## src/rtl/updown_next.sv

```systemverilog
// Combinational next-count logic for param_updown_counter: load clamping,
// up/down stepping, and the wrap or saturate behaviour at the sequence ends.
module updown_next #(
    parameter int unsigned     WIDTH    = 4,
    parameter longint unsigned MODULUS  = 16,
    parameter bit              SATURATE = 1'b0
) (
    input  logic [WIDTH-1:0] count,
    input  logic             count_enable,
    input  logic             up_down,
    input  logic             load,
    input  logic [WIDTH-1:0] load_value,
    output logic [WIDTH-1:0] next_count,
    output logic             wrap_event,
    output logic             terminal_count
);

    localparam logic UP   = 1'b1;
    localparam logic DOWN = 1'b0;
    localparam logic [WIDTH-1:0] MAX_COUNT = WIDTH'(MODULUS - 1);

    logic             at_end;
    logic [WIDTH-1:0] load_clamped;

    always_comb begin
        at_end = 1'b0;
        unique case (up_down)
            UP:      at_end = (count == MAX_COUNT);
            DOWN:    at_end = (count == '0);
            default: at_end = 1'b0;
        endcase
    end

    // Compare at 64 bits so MODULUS = 2**WIDTH never truncates.
    assign load_clamped = (64'(load_value) >= MODULUS) ? MAX_COUNT : load_value;

    always_comb begin
        next_count = count;
        wrap_event = 1'b0;
        if (load) begin
            next_count = load_clamped;
        end else if (count_enable) begin
            if (at_end) begin
                if (!SATURATE) begin
                    next_count = (up_down == UP) ? '0 : MAX_COUNT;
                    wrap_event = 1'b1;
                end
            end else begin
                next_count = (up_down == UP) ? count + 1'b1 : count - 1'b1;
            end
        end
    end

    assign terminal_count = count_enable & ~load & at_end;

endmodule

```

## src/rtl/param_updown_counter.sv

```systemverilog
// Parameterised modulo up/down counter, negedge clocked, with parallel load,
// optional saturation and a sticky wrap flag.
module param_updown_counter #(
    parameter int unsigned     WIDTH    = 4,
    parameter longint unsigned MODULUS  = 16,
    parameter bit              SATURATE = 1'b0
) (
    input  logic             clock,
    input  logic             clear,
    input  logic             count_enable,
    input  logic             up_down,
    input  logic             load,
    input  logic [WIDTH-1:0] load_value,
    output logic [WIDTH-1:0] Q,
    output logic [WIDTH-1:0] Qbar,
    output logic             terminal_count,
    output logic             wrapped
);

    logic [WIDTH-1:0] count_q, count_d;
    logic             wrapped_q, wrapped_d;
    logic             wrap_event;

    updown_next #(
        .WIDTH   (WIDTH),
        .MODULUS (MODULUS),
        .SATURATE(SATURATE)
    ) u_next (
        .count         (count_q),
        .count_enable  (count_enable),
        .up_down       (up_down),
        .load          (load),
        .load_value    (load_value),
        .next_count    (count_d),
        .wrap_event    (wrap_event),
        .terminal_count(terminal_count)
    );

    // A load restarts the sequence, so it also forgets any earlier wrap.
    assign wrapped_d = load ? 1'b0 : (wrapped_q | wrap_event);

    always_ff @(negedge clock or negedge clear) begin
        if (!clear) begin
            count_q   <= '0;
            wrapped_q <= 1'b0;
        end else begin
            count_q   <= count_d;
            wrapped_q <= wrapped_d;
        end
    end

    assign Q       = count_q;
    assign Qbar    = ~count_q;
    assign wrapped = wrapped_q;

endmodule

```

## config.mk

```make
export PLATFORM = sky130hd
export DESIGN_NAME = param_updown_counter
export DESIGN_NICKNAME = d
export VERILOG_FILES = /design/src/rtl/updown_next.sv /design/src/rtl/param_updown_counter.sv
export SDC_FILE = /design/constraint.sdc
export NUM_CORES = 1
export LEC_CHECK = 0
export CAP_MARGIN = 15
export CORE_AREA = 2 2 39 41
export DETAILED_ROUTE_END_ITERATION = 8
export DIE_AREA = 0 0 41 43
export SYNTH_ARGS = -nofsm -noshare
export SYNTH_HDL_FRONTEND = slang
export SYNTH_HIERARCHICAL = 1
export SYNTH_SLANG_ARGS = --single-unit
```

## constraint.sdc

```tcl
create_clock -name clock -period 3.53 [get_ports clock]
set_input_delay 0.706 -clock clock [delete_from_list [all_inputs] [get_ports clock]]
set_output_delay 0.706 -clock clock [all_outputs]
set_load 0.01 [all_outputs]
```

==> impl_metrics.csv, run 1 <==
group,metric,value,unit
floorplan,dieArea,0.001763,mm2
sta,relSlewSlack,0.8306,
setup_path,path_max_fanout,4,
setup_path,required,2820,ps
yosys,synth.distinct_cells,20,
sta,worstMarginPinSlew,253.3,ps
global_routing,antenna_found_initial,0,
sta,final.setup.tns,-486.2,ps
status,status,"finished, violations left",
yosys,synth_area,391.6,um2
yosys,netlist_instances,45,
pwr,vdd_ir_drop_max,0.2184,mV
sta,finalHoldViolations,0,
sta,maxSlewViolCount,0,
yosys,yosysSeqAreaShare,0.3195,
setup_path,cp-start-kind,"flip-flop",
yosys,synth_area_leaders,"dfrtn_1 32%, o31ai_2 9.6%, a21oi_1 6.4%, ha_1 6.4%, fa_1 5.1%",
pwr,leakagePower,0.4256,nW
setup_path,endpoint_kind,"output pin",
global_routing,grt_remaining_overflow,0,
floorplan,coreArea,0.001384,mm2
yosys,yosys_register_bits,5,
place,dp_hpwl,848.5,um
job,maxCapViolCount,0,
setup_path,cp.buffers_inverters,1,
layout,area_growth,119.5,%
yosys,synth_top_cell_area_share,0.3195,
clock_network,clk_pin_slew,40,ps
floorplan,die_h,43,um
route,first_pass_iters,4,
route,drt-initial-drc-count,13,
global_routing,grt_pass1_wl,2.021,mm
yosys,synth-edff-count,0,
yosys,synthFlopType,"dfrtn_1",
layout,drive_gt1_frac,0.5543,
status,violations,"negative setup slack",
clock_network,tritoncts,"done",
route,num_vias,482,
clock_network,clockBufferDepth,2,
route,viasPerCell,4.463,
yosys,yosysWarnings,6,
pwr,pwr_density_cell,350.5,mW/mm2
layout,fin_cells,108,
sta,finalSetupViolations,5,
route,drtAntennaViolNets,0,
floorplan,start_util,0.2830,
place,port_buffers,18,
route,drcViolationCount,0,
setup_path,crit_type,"flip-flop to output pin",
yosys,synth_top_cell_by_area,"dfrtn_1",
route,wl,1.308,mm
clock_network,numCtsBuffers,3,
floorplan,num_rows,14,
place,gp_congestion,0.7440,
setup_path,crit_arrival,3020,ps
sta,grt_setup_unrepaired,"yes",
setup_path,worst_path_max_delay_cell,"dfrtn_1",
place,dp_cells,90,
sta,finClkSkew,0.9435,ps
clock_network,root_buffer,"clkbuf_4",
setup_path,path_cells,"and3_4 > nand3_4 > a21oi_2 > buf_2",
layout,num-fill-cells,132,
sta,post-route-worst-setup-slack,-196.0,ps
layout,nNetsFinal,105,
floorplan,chipWidth,41,um
global_routing,track_usage,0.1726,
layout,finish.utilization,0.6212,
global_routing,grt_max_degree,10,
setup_path,max_stage_delay,460,ps
clock_network,htreeDepth,1,
min_path,holdCritPathClass,"flip-flop to flip-flop",
layout,antenna_cells,0,
route,drt-wirelength-per-cell,12.11,um
pwr,power.total,0.3013,mW
yosys,synth_fp_nets,57,
clock_network,clk_latency,250,ps
yosys,synth_common_cells,"5 x a21oi_1, 5 x dfrtn_1, 5 x inv_1, 5 x nand2_1, 4 x nor2_1",
yosys,synth.avg_cell_area,8.703,um2
setup_path,critPathTopFamily,"flip-flops",
global_routing,grt_pass1_vias,483,
place,dp_slack,-593.6,ps
floorplan,ioPinCount,19,
yosys,async_reset_ff_frac,1.000,
clock_network,cts.sinks,5,
[cells in the final DEF, fill, tap and decap left out, drive strengths merged, types with 2 or more instances in the layout]
master         netlist  layout
dlygate4sd2          0       2
clkdlybuf4s50        0       7
a21oi                5       5
clkbuf               1       4
xor2                 2       2
nand2                5       5
dfrtn                5       5
nand3                3       3
nor2                 4       4
ha                   2       2
inv                  5       5
o31ai                3       3
buf                  0      34
[power breakdown]
group          total [mW]  switching [mW]  internal (mW)
Combinational       0.162          0.0642         0.0978
Sequential         0.0723         0.00754         0.0647
Clock              0.0670          0.0242         0.0428
Total               0.301          0.0960          0.205
[final cells by class]
class / instances / area, um2 / area share
clock buffers: 4 / 26.28 / 0.03057
repair buffers: 44 / 385.4 / 0.4483
well taps: 16 / 20.02 / 0.02329
inverters: 5 / 18.77 / 0.02183
multi-input cells: 34 / 284.0 / 0.3304
flip-flops and latches: 5 / 125.1 / 0.1456
[per-stage QoR]
| step | hold WS (ps) | instance area (um2) |
|---|---|---|
| global route | 455.9 | 859.6 |
| global placement | 434.1 | 681.9 |
| detailed placement | 445.7 | 681.9 |
| finish | 433.8 | 859.6 |
| CTS | 439.2 | 802.0 |
| floorplan | 484.1 | 395.4 |
[registers in the layout, summed over array words and instances (netlist names)]
name and flops:
Q 4, wrapped 1
[what timing repair did]
action / CTS / global route
gates cloned: 0 / 0
buffers inserted: 10 / 7
gates resized for setup: 46 / 15
hold buffers: 0 / 0
pin swaps: 2 / 3
setup endpoints to repair: 13 / 7
[per-layer routing]
metal | vias up | GRT usage | wire [um]
met2 | 11 | 0.2938 | 717
met3 | 0 | 0.06283 | 59
met1 | 224 | 0.1928 | 531
met5 | - | 0 | 0
met4 | 0 | 0.04000 | 0
li1 | 247 | - | -
[path summary, 6_finish.rpt]
check / depth (start not counted) / from / slack, ps / end
max in group asynchronous: 1 / clear / 960 / Q[2]$_DFF_NN0_
worst min-delay path: 1 / wrapped$_DFF_NN0_ / 430 / wrapped$_DFF_NN0_
min in group asynchronous: 1 / clear / 2340 / Q[1]$_DFF_NN0_
worst max-delay path: 4 / Q[1]$_DFF_NN0_ / -200 / terminal_count
worst max register to register: 9 / Q[2]$_DFF_NN0_ / 1760 / Q[3]$_DFF_NN0_
worst min register to register: 1 / wrapped$_DFF_NN0_ / 430 / wrapped$_DFF_NN0_
[cells by family after synthesis]
family / count (synthesis) / synth area share
and+or+nand+nor: 15 / 0.1821
AOI/OAI and AO/OA: 13 / 0.2588
buffers and inverters: 6 / 0.05750
DFF: 5 / 0.3195
xor gates and xnor gates: 3 / 0.06710
adders and majority gates: 3 / 0.1150
No activity file was read; power rests on OpenSTA's default activity.
==> run 2, diff against run 1 <==
--- a/config.mk
+++ b/config.mk
@@ -7,9 +7,9 @@
 export LEC_CHECK = 0
 export CAP_MARGIN = 15
 export CORE_AREA = 2 2 39 41
+export CTS_CLUSTER_DIAMETER = 100
 export DETAILED_ROUTE_END_ITERATION = 8
 export DIE_AREA = 0 0 41 43
 export SYNTH_ARGS = -nofsm -noshare
 export SYNTH_HDL_FRONTEND = slang
-export SYNTH_HIERARCHICAL = 1
 export SYNTH_SLANG_ARGS = --single-unit
==> impl_metrics.csv, run 2 <==
group,metric,value,unit
layout,mostFrequentLayoutCells,"10 x buf_4, 8 x buf_6, 7 x clkdlybuf4s50_1, 7 x buf_2, 5 x dfrtn_1",
setup_path,worst_path_max_delay_cell,"or4_1",
place,port_buffers,18,
place,gp_congestion,0.6791,
yosys,synth.distinct_cells,22,
route,drt-wirelength-per-cell,11.03,um
setup_path,endpoint_kind,"output pin",
sta,whs,478.2,ps
yosys,synth_common_cells,"6 x inv_1, 5 x dfrtn_1, 4 x nand2_1, 4 x nor2_1",
sta,relSlewSlack,0.7549,
layout,finish.utilization,0.5271,
global_routing,track_usage,0.1502,
pwr,power.total,0.2681,mW
yosys,yosysWarnings,0,
yosys,synth_most_common_cell,"inv_1",
clock_network,clk_pin_slew,40,ps
clock_network,tritoncts,"done",
clock_network,clockBufferDepth,2,
floorplan,ioPinCount,19,
route,viasPerCell,4.567,
setup_path,max_stage_delay,400,ps
floorplan,chipWidth,41,um
layout,num-fill-cells,151,
yosys,synth_top_cell_by_area,"dfrtn_1",
global_routing,grt_max_degree,11,
global_routing,antenna_found_initial,0,
floorplan,start_util,0.2776,
status,violations,"negative setup slack",
route,drtAntennaViolNets,0,
sta,finClkSkew,7.120,ps
clock_network,numCtsBuffers,3,
sta,finalSetupViolations,2,
yosys,synth_area_leaders,"dfrtn_1 33%, ha_1 6.5%, inv_1 5.9%, o31ai_1 5.9%, fa_1 5.2%",
yosys,synthFlopType,"dfrtn_1",
floorplan,dieArea,0.001763,mm2
layout,drive_gt1_frac,0.4568,
sta,grt_setup_unrepaired,"yes",
route,wl,1.070,mm
layout,antenna_cells,0,
layout,fin_cells,97,
place,dp_cells,86,
route,first_pass_iters,3,
place,dp_hpwl,749.7,um
pwr,vdd_ir_drop_max,0.1976,mV
sta,finalHoldViolations,0,
yosys,netlist_instances,44,
layout,final_common_cell,"buf_4",
floorplan,coreArea,0.001384,mm2
setup_path,required,2820,ps
setup_path,path_cells,"or2_1 > or4_1 > a21bo_1 > nor2_2 > buf_2",
job,maxCapViolCount,0,
status,status,"finished, violations left",
yosys,synth_area,384.1,um2
clock_network,htreeDepth,1,
setup_path,path_max_fanout,2,
global_routing,grt_pass1_vias,421,
layout,largest_reg_flops,4,
route,drcViolationCount,0,
yosys,synth_top_cell_area_share,0.3257,
yosys,yosysSeqAreaShare,0.3257,
floorplan,die_h,43,um
global_routing,grt_pass1_wl,1.794,mm
clock_network,hold_buffers,0,
floorplan,num_rows,14,
layout,fin_area,729.5,um2
layout,area_growth,89.90,%
route,drt-initial-drc-count,11,
route,num_vias,443,
sta,maxSlewViolCount,0,
setup_path,crit_arrival,3380,ps
sta,final.setup.tns,-592.3,ps
yosys,synth-edff-count,0,
place,dp_slack,-690.5,ps
yosys,synth_fp_nets,56,
pwr,leakagePower,0.3549,nW
yosys,synth.avg_cell_area,8.730,um2
place,place_area,650.6,um2
sta,post-route-worst-setup-slack,-553.5,ps
setup_path,crit_type,"flip-flop to output pin",
pwr,pwr_density_cell,367.5,mW/mm2
min_path,holdCritPathClass,"flip-flop to flip-flop",
setup_path,cp-start-kind,"flip-flop",
global_routing,grt_remaining_overflow,0,
sta,worstMarginPinSlew,366.6,ps
yosys,async_reset_ff_frac,1.000,
clock_network,clk_latency,260,ps
layout,nNetsFinal,94,
clock_network,root_buffer,"clkbuf_4",
clock_network,cts.sinks,5,
yosys,yosys_register_bits,5,
run 2: cell count changes after synthesis, sizes merged:
cell,before,now
nand2b,1,0
nor3,1,0
a21oi,5,4
or2,0,1
inv,5,6
o41ai,0,1
o21ba,1,0
nand2,5,4
or4,0,1
run 2: final cells by class:
cell class              count  area (um2)  area share
inverters                   6       22.52     0.03087
flip-flops and latches      5       125.1      0.1715
clock buffers               4       26.28     0.03602
repair buffers             34       284.0      0.3894
well taps                  16       20.02     0.02744
multi-input cells          32       251.5      0.3448
run 2: final timing paths:
check,start,end,slack [ps],cells after the start
max,Q[0]$_DFFE_NN0P_,terminal_count,-550,5
min,wrapped$_DFF_NN0_,wrapped$_DFF_NN0_,480,2
max reg2reg,Q[0]$_DFFE_NN0P_,Q[2]$_DFFE_NN0P_,1730,8
min reg2reg,wrapped$_DFF_NN0_,wrapped$_DFF_NN0_,480,2
max in group asynchronous,clear,Q[0]$_DFFE_NN0P_,980,1
min in group asynchronous,clear,Q[3]$_DFFE_NN0P_,2320,1
run 2: power by group:
| part | leakage, nW | switching, mW | internal, mW |
|---|---|---|---|
| Sequential | 0.0614 | 0.00347 | 0.0649 |
| Clock | 0.0150 | 0.0261 | 0.0429 |
| Combinational | 0.278 | 0.0579 | 0.0728 |
| Total | 0.355 | 0.0875 | 0.181 |
run 2: per-layer routing:
layer  GRT usage  vias up  wire length (um)  part of all wire
met4     0.06000        0                 0                 0
met1      0.1922      201               476              0.44
li1            -      227                 -                 -
met5           0        -                 0                 0
met2      0.2250       15               527              0.49
met3     0.04712        0                66             0.062
run 2: kinds of logic after synthesis:
kind of cell             after synthesis  share of synthesized area
AO/OA/AOI/OAI                         12                     0.2378
buffers and inverters                  7                    0.06839
flip-flops                             5                     0.3257
AND/OR/NAND/NOR                       14                     0.1824
XOR/XNOR                               3                    0.06842
adder cells (fa/ha/maj)                3                     0.1173
run 2: what timing repair did:
action                     CTS  global route
setup endpoints to repair   14             7
resized for setup           47             7
setup buffers                6             3
hold endpoints to repair     0             0
pin swaps                    2             1
run 2: critical path: cells and delay by family (launching register included):
| kind | cells | cell delay, ps |
|---|---|---|
| and+or+nand+nor | 3 | 710 |
| buffers and inverters | 1 | 130 |
| AOI/OAI and AO/OA | 1 | 200 |
| DFF | 1 | 330 |
